<file path="config.mk">
export PLATFORM = sky130hd
export DESIGN_NAME = serial_adder_ctrl
export DESIGN_NICKNAME = d
export VERILOG_FILES = /design/src/rtl/serial_adder_pkg.sv /design/src/rtl/fa_cell.sv /design/src/rtl/serial_adder_ctrl.sv
export SDC_FILE = /design/constraint.sdc
export NUM_CORES = 1
export LEC_CHECK = 0
export BUFFER_PORTS_ARGS = -buffer_cell sky130_fd_sc_hd__buf_2
export CORE_MARGIN = 2
export CORE_UTILIZATION = 57
export CTS_BUF_LIST = sky130_fd_sc_hd__clkbuf_2 sky130_fd_sc_hd__clkbuf_4 sky130_fd_sc_hd__clkbuf_8
export DETAILED_ROUTE_END_ITERATION = 8
export PLACE_DENSITY = 0.85
export SLEW_MARGIN = 20
export SYNTH_ARGS = -nofsm -noshare
export SYNTH_HDL_FRONTEND = slang
export SYNTH_SLANG_ARGS = --single-unit
</file>
<file path="constraint.sdc">
create_clock -name clk -period 1.81 [get_ports clk]
set_clock_uncertainty 0.1 [all_clocks]
set_input_delay 0.0905 -clock clk [delete_from_list [all_inputs] [get_ports clk]]
set_output_delay 0.0905 -clock clk [all_outputs]
set_load 0.05 [all_outputs]
</file>
<file path="src/rtl/serial_adder_pkg.sv">
// Shared types and constants for the bit-serial adder controller.
package serial_adder_pkg;

  localparam int DEFAULT_WIDTH = 8;

  typedef enum logic [1:0] {
    IDLE,
    SHIFT,
    DONE
  } state_t;

endpackage

</file>
<file path="src/rtl/fa_cell.sv">
// Single-bit full adder used by the serial adder datapath, one bit per cycle.
module fa_cell (
  input  logic x,
  input  logic y,
  input  logic ci,
  output logic s,
  output logic co
);

  assign s  = x ^ y ^ ci;
  assign co = (x & y) | (ci & (x ^ y));

endmodule

</file>
<file path="src/rtl/serial_adder_ctrl.sv">
// Bit-serial adder: one result bit per clock, LSB first, WIDTH shift cycles per add.
// Define SERIAL_ADD_OVF_EN to add a registered two's-complement overflow output (ovf).
module serial_adder_ctrl
  import serial_adder_pkg::*;
#(
  parameter int WIDTH = DEFAULT_WIDTH
) (
  input  logic             clk,
  input  logic             reset,
  input  logic             start,
  input  logic [WIDTH-1:0] a,
  input  logic [WIDTH-1:0] b,
  input  logic             cin,
  output logic             busy,
  output logic             done,
  output logic [WIDTH-1:0] sum,
  output logic             cout
`ifdef SERIAL_ADD_OVF_EN
  ,
  output logic             ovf
`endif
);

  localparam int CNT_W = (WIDTH > 1) ? $clog2(WIDTH) : 1;

  state_t           state_q;
  logic [WIDTH-1:0] aShift_q;
  logic [WIDTH-1:0] bShift_q;
  logic [WIDTH-1:0] pSum_q;
  logic [WIDTH-1:0] sum_q;
  logic [CNT_W-1:0] cnt_q;
  logic             carry_q;
  logic             cout_q;
  logic             busy_q;
  logic             done_q;
`ifdef SERIAL_ADD_OVF_EN
  logic             ovf_q;
`endif

  logic             faSum;
  logic             faCarry;
  logic [WIDTH-1:0] pSum_d;
  logic             lastBit;

  fa_cell uFaCell (
    .x (aShift_q[0]),
    .y (bShift_q[0]),
    .ci(carry_q),
    .s (faSum),
    .co(faCarry)
  );

  // New sum bit enters at the MSB so after WIDTH shifts the LSB lands at bit 0.
  assign pSum_d  = {faSum, pSum_q[WIDTH-1:1]};
  assign lastBit = (cnt_q == CNT_W'(WIDTH - 1));

  always_ff @(posedge clk or posedge reset) begin
    if (reset) begin
      state_q  <= IDLE;
      aShift_q <= '0;
      bShift_q <= '0;
      pSum_q   <= '0;
      sum_q    <= '0;
      cnt_q    <= '0;
      carry_q  <= 1'b0;
      cout_q   <= 1'b0;
      busy_q   <= 1'b0;
      done_q   <= 1'b0;
`ifdef SERIAL_ADD_OVF_EN
      ovf_q    <= 1'b0;
`endif
    end else begin
      case (state_q)
        IDLE: begin
          if (start) begin
            aShift_q <= a;
            bShift_q <= b;
            carry_q  <= cin;
            cnt_q    <= '0;
            busy_q   <= 1'b1;
            state_q  <= SHIFT;
          end
        end
        SHIFT: begin
          aShift_q <= aShift_q >> 1;
          bShift_q <= bShift_q >> 1;
          pSum_q   <= pSum_d;
          carry_q  <= faCarry;
          cnt_q    <= cnt_q + 1'b1;
          if (lastBit) begin
            sum_q   <= pSum_d;
            cout_q  <= faCarry;
`ifdef SERIAL_ADD_OVF_EN
            // carry_q here is the carry into the MSB position.
            ovf_q   <= carry_q ^ faCarry;
`endif
            busy_q  <= 1'b0;
            done_q  <= 1'b1;
            state_q <= DONE;
          end
        end
        DONE: begin
          done_q  <= 1'b0;
          state_q <= IDLE;
        end
        default: begin
          busy_q  <= 1'b0;
          done_q  <= 1'b0;
          state_q <= IDLE;
        end
      endcase
    end
  end

  assign busy = busy_q;
  assign done = done_q;
  assign sum  = sum_q;
  assign cout = cout_q;
`ifdef SERIAL_ADD_OVF_EN
  assign ovf  = ovf_q;
`endif

endmodule

</file>
==> metrics.csv, run 1 <==
stage;metric;value;unit
global_routing;grt_first_pass_wirelength;6051;µm
timing;period_needed;1578;ps
synthesis;ys_types;24;
floorplanning;fp.dieH;59.71;µm
layout;fin_area;2185;µm²
layout;n_antenna_cell;0;
synthesis;ys_ff_latch;40;
routing;drtPass1Iterations;4;
worst_hold_path;hold_path_class;input port to register;
critical_path;arrival;1710;ps
power;power_density;1778;nW/µm²
floorplanning;placementRows;20;
synthesis;ys_seq_area_share;56.58;%
timing;finalHoldViolations;1;
timing;fin_ws;232.3;ps
timing;setup_violations;0;
synthesis;synth_common_cells;dfrtp_1, nor3_1, nand2_1;
cts;clock_sinks;40;
synthesis;synth_area_leader_cell;dfrtp_1;
global_routing;gr-total-overflow;0;
placed_design;dpl_cell_area;1944;µm²
floorplanning;die_area;3565;µm²
global_routing;grt_max_degree;41;
floorplanning;core_area;3003;µm²
routing;ant_nets;0;
synthesis;synthMostInstantiatedCell;dfrtp_1;
critical_path;worstSetupEndpoint;sum[3];
synthesis;synthesis.area;1769;µm²
critical_path;worstSetupPathType;register to register;
cts;root_buffer;clkbuf_4;
critical_path;worstPathRequired;1950;ps
power;ir_worst_vdd;1.065;mV
layout;area.growth.synth_to_final;23.48;%
global_routing;antenna_found_initial;0;
cts;numCtsBuffers;5;
routing;wirelength;3682;µm
floorplanning;initial_core_util;58.92;%
worst_hold_path;hp-start;b[5];
critical_path;cp-startpoint;cnt_q[0];
routing;vias_per_cell;5.752;
synthesis;synth-async-reset-ratio;100.0;%
run;max-cap-violations;0;
placed_design;portBuffers;30;
synthesis;netlist_top_cells_area;dfrtp_1, nor3_1, mux2_2, nand2_1, o22ai_1;
placed_design;place_hpwl;2437;µm
status;status;complete, but fails checks;
timing;whs;-4.142;ps
synthesis;synth.top_cell.area_share;56.58;%
synthesis;synth-edff-count;0;
synthesis;avgSynthCellArea;10.29;µm²
timing;rsz0062_at_grt;no;
floorplanning;fp.dieW;59.71;µm
global_routing;grt_pass1_vias;1412;
timing;fin_tns_setup;0;ps
timing;slew_headroom;67.09;%
cts;postCtsSetupBuffers;0;
cts;clockBufferDepth;2;
layout;nets;243;
critical_path;rr_endpoint;sum[3];
routing;remaining_drc_errors;0;
timing;drv_slew;0;
routing;num_vias;1461;
critical_path;r2r_cells;4;
global_routing;grtUsageTotal;22.86;%
layout;fill_cells;212;
status;violations;hold timing;
critical_path;r2r-start;cnt_q[0];
critical_path;rrSetupSlack;230;ps
cts;worstSkewPairLatency;340;ps
synthesis;yosysWarnings;0;
critical_path;cp-end-kind;register;
routing;route.detailed.wl_per_inst;14.50;µm
cts;h-tree-depth;2;
placed_design;dpl_worst_slack;247.1;ps
power;leakage;1.030;nW
cts;cts_tree;built;
timing;fin_crit_sh;87.17;%
timing;worstMarginPinSlew;493.6;ps
critical_path;cp-start-kind;register;
timing;max_freq;0.6338;GHz
floorplanning;ios;31;
synthesis;synth_ff_type;dfrtp_1;
synthesis;synth_nets;195;
routing;first_iter_violations;81;
synthesis;syn-instance-count;172;
layout;fin_cells;254;
placed_design;gp_congestion;0.8502;
placed_design;dp.cells;230;
layout;drive_above_1_share;25.79;%
cts;clk_pin_slew;110;ps
critical_path;crit_path_max_fanout;10;
[cell families (layout without fill, tap and decap cells)]
kind of cell / Yosys count / count (layout) / synth area share, %
flops: 40 / 40 / 56.58
fa+ha+maj: 3 / 3 / 2.546
simple gates: 75 / 75 / 19.80
mux: 10 / 10 / 6.294
compound gates: 28 / 28 / 10.04
buf+inv: 16 / 65 / 4.738
[sequential cells by signal, indices dropped and copies added, names as in the netlist]
register / count
pSum_q: 7
sum: 8
done: 1
carry_q: 1
state_q: 2
cout: 1
bShift_q: 8
busy: 1
cnt_q: 3
aShift_q: 8
[worst max-delay path: stages (launching register included)]
cell,delay (ps)
dfrtp_1,410
ha_1,200
ha_1,250
nand2_4,160
mux2_2,350
[routing by layer]
layer | GRT usage [%] | up-vias | routed length [µm]
met2 | 37.58 | 29 | 1891
met5 | 0 | - | 0
met1 | 29.45 | 711 | 1598
li1 | - | 711 | -
met3 | 4.113 | 10 | 116
met4 | 10.48 | 0 | 77
[per-stage QoR]
| step | hold WS, ps | utilization (%) | power, mW |
|---|---|---|---|
| after floorplan | 126.5 | - | 2.871 |
| after global placement | 122.3 | 64.75 | 3.182 |
| after detailed placement | 133.2 | 64.75 | 3.285 |
| after CTS | 3.200 | 72.75 | 3.893 |
| after global routing | 3.032 | 72.75 | 4.152 |
| final | -4.142 | 72.75 | 3.885 |
[repair_timing]
| action | 4_1_cts | 5_1_grt |
|---|---|---|
| hold buffers | 16 | 0 |
| hold endpoints to repair | 55 | 0 |
| resized for setup | 0 | 0 |
[layout by cell type, fill, tap and decap left out]
cell           Yosys  layout
o32ai_1            3       3
mux2_2             9       9
nand2_4            1       1
and2b_1            1       1
a22o_1             2       2
or2_2              1       1
o22ai_1           15      15
buf_4              3       7
clkinv_2           0       1
bufinv_16          0       1
dlygate4sd3_1      0      16
nor3_1            36      36
dfrtp_1           40      40
nand2_1           25      25
clkbuf_4           0       6
nor2_1             8       8
o21ai_0            7       7
inv_1              4       4
nand2b_2           1       1
ha_1               2       2
nor2b_1            1       1
buf_2              4      30
nand2b_1           1       1
fa_1               1       1
a21oi_1            1       1
mux2i_1            1       1
[how the worst min path moves through the flow]
stage               depth (start not counted)     endpoint
finish                                      3  bShift_q[5]
global route                                3  bShift_q[5]
CTS                                         3  bShift_q[5]
detailed placement                          3       sum[0]
global placement                            3       sum[0]
floorplan                                   2  aShift_q[7]
[report_power, final]
part	switching (mW)	total (mW)	internal [mW]
Sequential	0.304	1.61	1.31
Combinational	1.06	1.69	0.621
Clock	0.282	0.586	0.305
[area by class of cell]
type	instances	area (µm²)	area share, %
timing repair buffer	53	362.8	16.61
clock buffer	6	45.04	2.062
inverter	4	15.01	0.6873
clock inverter	2	35.03	1.604
tap	33	41.29	1.890
multi-input combinational	116	684.4	31.33
sequential	40	1001	45.82
Power figures use the tool's default switching activity.
==> run 2: changes to the inputs <==
Settings changed: SKIP_LAST_GASP from default to 1.
Clock period 1.81 ns to 1.6 ns, I/O delays scaled along.
==> metrics.csv, run 2 (same netlist as run 1, synthesis figures left out) <==
stage;metric;value;unit;change
status;status;complete, but fails checks;;unchanged
status;violations;hold timing;;unchanged
global_routing;grt_first_pass_wirelength;6085;µm;was 6051 µm
floorplanning;ios;31;;unchanged
worst_hold_path;hold_path_class;input port to register;;unchanged
timing;slew_headroom;67.78;%;was 67.09%
timing;setup_violations;0;;unchanged
timing;rsz0062_at_grt;no;;unchanged
routing;vias_per_cell;5.713;;was 5.752
cts;clock_sinks;40;;unchanged
global_routing;top_usage_layer;met2;;unchanged
critical_path;crit_path_max_fanout;5;;was 10
critical_path;critPathSlowestCell;dfrtp_1;;unchanged
layout;fin_area;2230;µm²;was 2185 µm²
power;leakage;1.049;nW;was 1.030 nW
timing;drv_slew;0;;unchanged
routing;drtPass1Iterations;6;;was 4
timing;max_freq;0.6377;GHz;was 0.6338 GHz
run;max-cap-violations;0;;unchanged
critical_path;slowest_delay;410;ps;about the same
placed_design;gp_congestion;0.8256;;was 0.8502
critical_path;cp-end-kind;register;;unchanged
layout;most-common-layout-cells;dfrtp_1, nor3_1, buf_2, nand2_1, dlygate4sd3_1;;unchanged
timing;fin_crit_sh;98.00;%;was 87.17%
layout;final_util;74.25;%;was 72.75%
placed_design;dpl_cell_area;1967;µm²;was 1944 µm²
global_routing;gr-total-overflow;0;;unchanged
placed_design;portBuffers;30;;unchanged
timing;finalHoldViolations;1;;unchanged
timing;period_needed;1568;ps;was 1578 ps
global_routing;antenna_found_initial;0;;unchanged
placed_design;place_hpwl;2448;µm;was 2437 µm
cts;h-tree-depth;2;;unchanged
global_routing;met1_usage;28.68;%;was 29.45%
timing;worstMarginPinSlew;483.3;ps;was 493.6 ps
layout;layout_commonest_cell;dfrtp_1;;unchanged
floorplanning;fp.dieH;59.71;µm;unchanged
floorplanning;fp.dieW;59.71;µm;unchanged
global_routing;grt_max_degree;41;;unchanged
cts;cts_tree;built;;unchanged
routing;remaining_drc_errors;0;;unchanged
routing;wirelength;3958;µm;was 3682 µm
floorplanning;core_area;3003;µm²;unchanged
cts;worstSkewPairLatency;360;ps;was 340 ps
cts;clockBufferDepth;2;;unchanged
routing;first_iter_violations;95;;was 81
routing;route.detailed.wl_per_inst;15.16;µm;was 14.50 µm
cts;root_buffer;clkbuf_4;;unchanged
routing;ant_nets;0;;unchanged
layout;drive_above_1_share;27.63;%;was 25.79%
critical_path;worstPathRequired;1760;ps;was 1950 ps
power;ir_worst_vdd;1.009;mV;was 1.065 mV
floorplanning;initial_core_util;58.92;%;unchanged
routing;num_vias;1491;;was 1461
global_routing;grt_use_met2;38.66;%;was 37.58%
layout;area.growth.synth_to_final;26.03;%;was 23.48%
timing;fin_tns_setup;0;ps;unchanged
layout;nets;250;;was 243
power;power_density;1963;nW/µm²;was 1778 nW/µm²
critical_path;cp-start-kind;register;;unchanged
cts;numCtsBuffers;5;;unchanged
global_routing;grtUsageTotal;23.49;%;was 22.86%
cts;clk_pin_slew;110;ps;about the same
floorplanning;placementRows;20;;unchanged
global_routing;grt_pass1_vias;1413;;was 1412
critical_path;arrival;1730;ps;was 1710 ps
global_routing;grtUsageMet3;6.710;%;was 4.113%
timing;whs;-8.641;ps;was -4.142 ps
floorplanning;die_area;3565;µm²;unchanged
critical_path;crit_chain;ha_1, ha_2, nand2_2, mux2_2;;was ha_1, ha_1, nand2_4, mux2_2
critical_path;worstSetupPathType;register to register;;unchanged
layout;n_antenna_cell;0;;unchanged
[run 2: metal layers]
metal,vias to the layer above,wire length [µm]
met3,7,171
met1,733,1691
met5,-,0
met4,0,69
met2,33,2025
li1,718,-
[run 2: layout make-up]
cell class | instances | area (µm²)
multi-input combinational | 117 | 693.2
sequential | 40 | 1001
tap | 33 | 41.29
clock buffer | 8 | 66.31
fill | 202 | 773.2
timing repair buffer | 59 | 412.9
inverter | 4 | 15.01
[run 2: worst max-delay path: cells and delay by family (launching register included)]
| family | cells | cell delay [ps] |
|---|---|---|
| simple gates | 1 | 140 |
| mux | 1 | 360 |
| fa+ha+maj | 2 | 450 |
| flops | 1 | 410 |
[run 2: path summary, 6_finish.rpt]
| kind | from | to | slack (ps) | depth (start not counted) |
|---|---|---|---|---|
| setup reg to reg | cnt_q[0] | sum[1] | 30 | 4 |
| max in group asynchronous | reset | bShift_q[6] | 790 | 4 |
| min in group asynchronous | reset | sum[6] | 270 | 4 |
| setup / recovery | cnt_q[0] | sum[1] | 30 | 4 |
| hold reg to reg | pSum_q[1] | pSum_q[1] | 400 | 2 |
| hold / removal | b[0] | bShift_q[0] | -9 | 3 |
[run 2: timing repair]
| item | in CTS | in global routing |
|---|---|---|
| hold endpoints to repair | 57 | 0 |
| gates resized for setup | 0 | 1 |
| setup endpoints to repair | 0 | 9 |
| hold buffers | 18 | 0 |
| setup buffers | 0 | 1 |
[run 2: power breakdown]
group | internal, mW | switching [mW]
clock network | 0.251 | 0.317
registers | 1.48 | 0.334
logic | 0.745 | 1.25
total | 2.48 | 1.90
[run 2: per-stage QoR]
step	hold slack, ps	cells	setup WS, ps	total power [mW]
floorplan	116.0	172	133.7	3.247
global placement	114.7	233	85.39	3.618
detailed placement	121.5	233	27.03	3.737
CTS	1.659	259	4.130	4.326
global route	29.02	261	4.563	4.666
finish	-8.641	261	31.97	4.377
==> run 3: changes to the inputs <==
Settings changed: CORE_ASPECT_RATIO from default to 0.7, CORE_MARGIN 2 to 4.
==> metrics.csv, run 3 (same netlist as run 1, synthesis figures left out) <==
stage;metric;value;unit;change
layout;final_util;74.35;%;was 74.25%
routing;drtPass1Iterations;4;;was 6
routing;num_vias;1441;;was 1491
power;combPwrFrac;42.6;%;was 45.5%
timing;max_freq;0.6497;GHz;was 0.6377 GHz
floorplanning;initial_core_util;61.37;%;was 58.92%
cts;root_buffer;clkbuf_8;;was clkbuf_4
power;switching_share;42.41;%;was 43.42%
critical_path;r2r_cells;4;;unchanged
layout;area.growth.synth_to_final;21.15;%;was 26.03%
cts;worstSkewPairLatency;300;ps;was 360 ps
floorplanning;fp.dieH;54.61;µm;was 59.71 µm
power;pwr-share-seq;39.6;%;was 41.5%
cts;clock_sinks;40;;unchanged
worst_hold_path;hold_path_class;input port to register;;unchanged
floorplanning;ios;31;;unchanged
placed_design;gp_congestion;0.7968;;was 0.8256
critical_path;crit_chain;ha_1, ha_2, nand2_4, mux2_2;;was ha_1, ha_2, nand2_2, mux2_2
cts;clk_pin_slew;80;ps;was 110 ps
routing;routed-wl-met3;289;µm;was 171 µm
critical_path;cp-end-kind;register;;unchanged
critical_path;crit_path_max_fanout;5;;unchanged
timing;whs;-4.016;ps;was -8.641 ps
timing;finalHoldViolations;1;;unchanged
timing;worstMarginPinSlew;483.6;ps;was 483.3 ps
floorplanning;die_area;4073;µm²;was 3565 µm²
placed_design;portBuffers;30;;unchanged
critical_path;worstSetupPathType;register to register;;unchanged
routing;remaining_drc_errors;0;;unchanged
global_routing;gr-total-overflow;0;;unchanged
run;max-cap-violations;0;;unchanged
critical_path;worstPathRequired;1690;ps;was 1760 ps
critical_path;arrival;1630;ps;was 1730 ps
routing;ant_nets;0;;unchanged
routing;route.detailed.wl_per_inst;16.20;µm;was 15.16 µm
routing;wirelength;4017;µm;was 3958 µm
timing;rsz0062_at_grt;no;;unchanged
power;net-switching-power;1.970;mW;was 1.900 mW
worst_hold_path;whs_path_depth;3;;unchanged
layout;drive_above_1_share;28.30;%;was 27.63%
routing;wl_met1;1647;µm;was 1691 µm
global_routing;grt_max_degree;41;;unchanged
timing;fin_tns_setup;0;ps;unchanged
layout;most-common-layout-cells;dfrtp_1, nor3_1, buf_2, nand2_1, o22ai_1;;was dfrtp_1, nor3_1, buf_2, nand2_1, dlygate4sd3_1
global_routing;antenna_found_initial;0;;unchanged
floorplanning;core_area;2883;µm²;was 3003 µm²
status;status;complete, but fails checks;;unchanged
cts;cts_tree;built;;unchanged
timing;period_needed;1539;ps;was 1568 ps
cts;h-tree-depth;2;;unchanged
critical_path;cp-start-kind;register;;unchanged
routing;vias_per_cell;5.810;;was 5.713
timing;fin_crit_sh;96.20;%;was 98.00%
critical_path;slowest_delay;400;ps;was 410 ps
timing;setup_violations;0;;unchanged
layout;n_antenna_cell;0;;unchanged
power;leakage;1.002;nW;was 1.049 nW
cts;clockBufferDepth;2;;unchanged
power;power_density;2167;nW/µm²;was 1963 nW/µm²
status;violations;hold timing;;unchanged
global_routing;grt_first_pass_wirelength;6527;µm;was 6085 µm
power;intPower;2.675;mW;was 2.477 mW
routing;first_iter_violations;119;;was 95
timing;drv_slew;0;;unchanged
routing;wl_met2;1968;µm;was 2025 µm
routing;highest_layer;met4;;unchanged
placed_design;dpl_worst_slack;11.48;ps;was 27.03 ps
global_routing;grt_pass1_vias;1443;;was 1413
global_routing;grtUsageTotal;22.45;%;was 23.49%
timing;slew_headroom;67.76;%;was 67.78%
floorplanning;fp.dieW;74.59;µm;was 59.71 µm
power;ir_worst_vdd;1.330;mV;was 1.009 mV
layout;nets;234;;was 250
power;clockPowerShare;17.8;%;was 13.0%
critical_path;critPathSlowestCell;dfrtp_1;;unchanged
cts;numCtsBuffers;5;;unchanged
layout;layout_commonest_cell;dfrtp_1;;unchanged
floorplanning;placementRows;16;;was 20
placed_design;place_hpwl;2599;µm;was 2448 µm
timing;fin_ws;60.87;ps;was 31.97 ps
==> run 3: changes by cell type in the layout (fill, tap and decap cells not counted), sizes merged <==
cell         delta
dlygate4sd3    -13
buf             -3
clkbuf          -3
bufinv          +1
clkinv          +1
clkinvlp        +1
==> run 3: critical path: cells and delay by family, from the launching register on <==
| family | cells | cell delay [ps] |
|---|---|---|
| flops | 1 | 400 |
| simple gates | 1 | 130 |
| fa+ha+maj | 2 | 440 |
| mux | 1 | 360 |
==> run 3: metrics by stage <==
step | std cells | cell area (µm²) | hold slack [ps] | power (mW)
6_report | 248 | 2143 | -4.016 | 4.645
3_5_place_dp | 233 | 1961 | 131.6 | 3.767
5_1_grt | 248 | 2143 | 29.05 | 4.946
2_1_floorplan | 172 | 1769 | 116.0 | 3.247
4_1_cts | 248 | 2138 | 1.916 | 4.643
3_3_place_gp | 233 | 1961 | 115.1 | 3.637
==> run 3: area by class of cell <==
| class | instances | area, µm² |
|---|---|---|
| clock buffers | 5 | 68.82 |
| multi-input cells | 117 | 698.2 |
| flip-flops and latches | 40 | 1001 |
| inverters | 4 | 15.01 |
| fillers | 198 | 739.5 |
| clock inverters | 3 | 42.54 |
| repair buffers | 43 | 272.8 |
| well taps | 36 | 45.04 |
==> run 3: metal layers <==
metal  track usage, %  vias to the layer above
met1            27.01                      685
met4            14.79                        0
li1                 -                      691
met2            36.73                       53
met3            5.138                       12
met5                0                        -
==> run 3: final timing paths <==
check	slack (ps)	endpoint	startpoint
worst max-delay path	60	sum[2]	cnt_q[0]
max in group asynchronous	730	busy	reset
worst min register to register	390	pSum_q[1]	pSum_q[1]
min in group asynchronous	330	sum[7]	reset
worst max register to register	60	sum[2]	cnt_q[0]
worst min-delay path	-4	aShift_q[0]	a[0]
==> run 3: power by group through the flow <==
stage | combinational, mW | clock [mW] | sequential, mW
after global placement | 1.84 | 0 | 1.80
after detailed placement | 1.92 | 0 | 1.85
final | 1.98 | 0.827 | 1.84
after global routing | 2.17 | 0.880 | 1.90
after floorplan | 1.05 | 0 | 2.20
after CTS | 1.98 | 0.828 | 1.84
==> run 3: what timing repair did <==
item	in CTS	in global routing
setup endpoints to repair	1	1
pin swaps	2	0
gates cloned	1	0
endpoints found under the hold margin	44	0
hold buffers	5	0
gates resized for setup	1	1
setup buffers	1	0
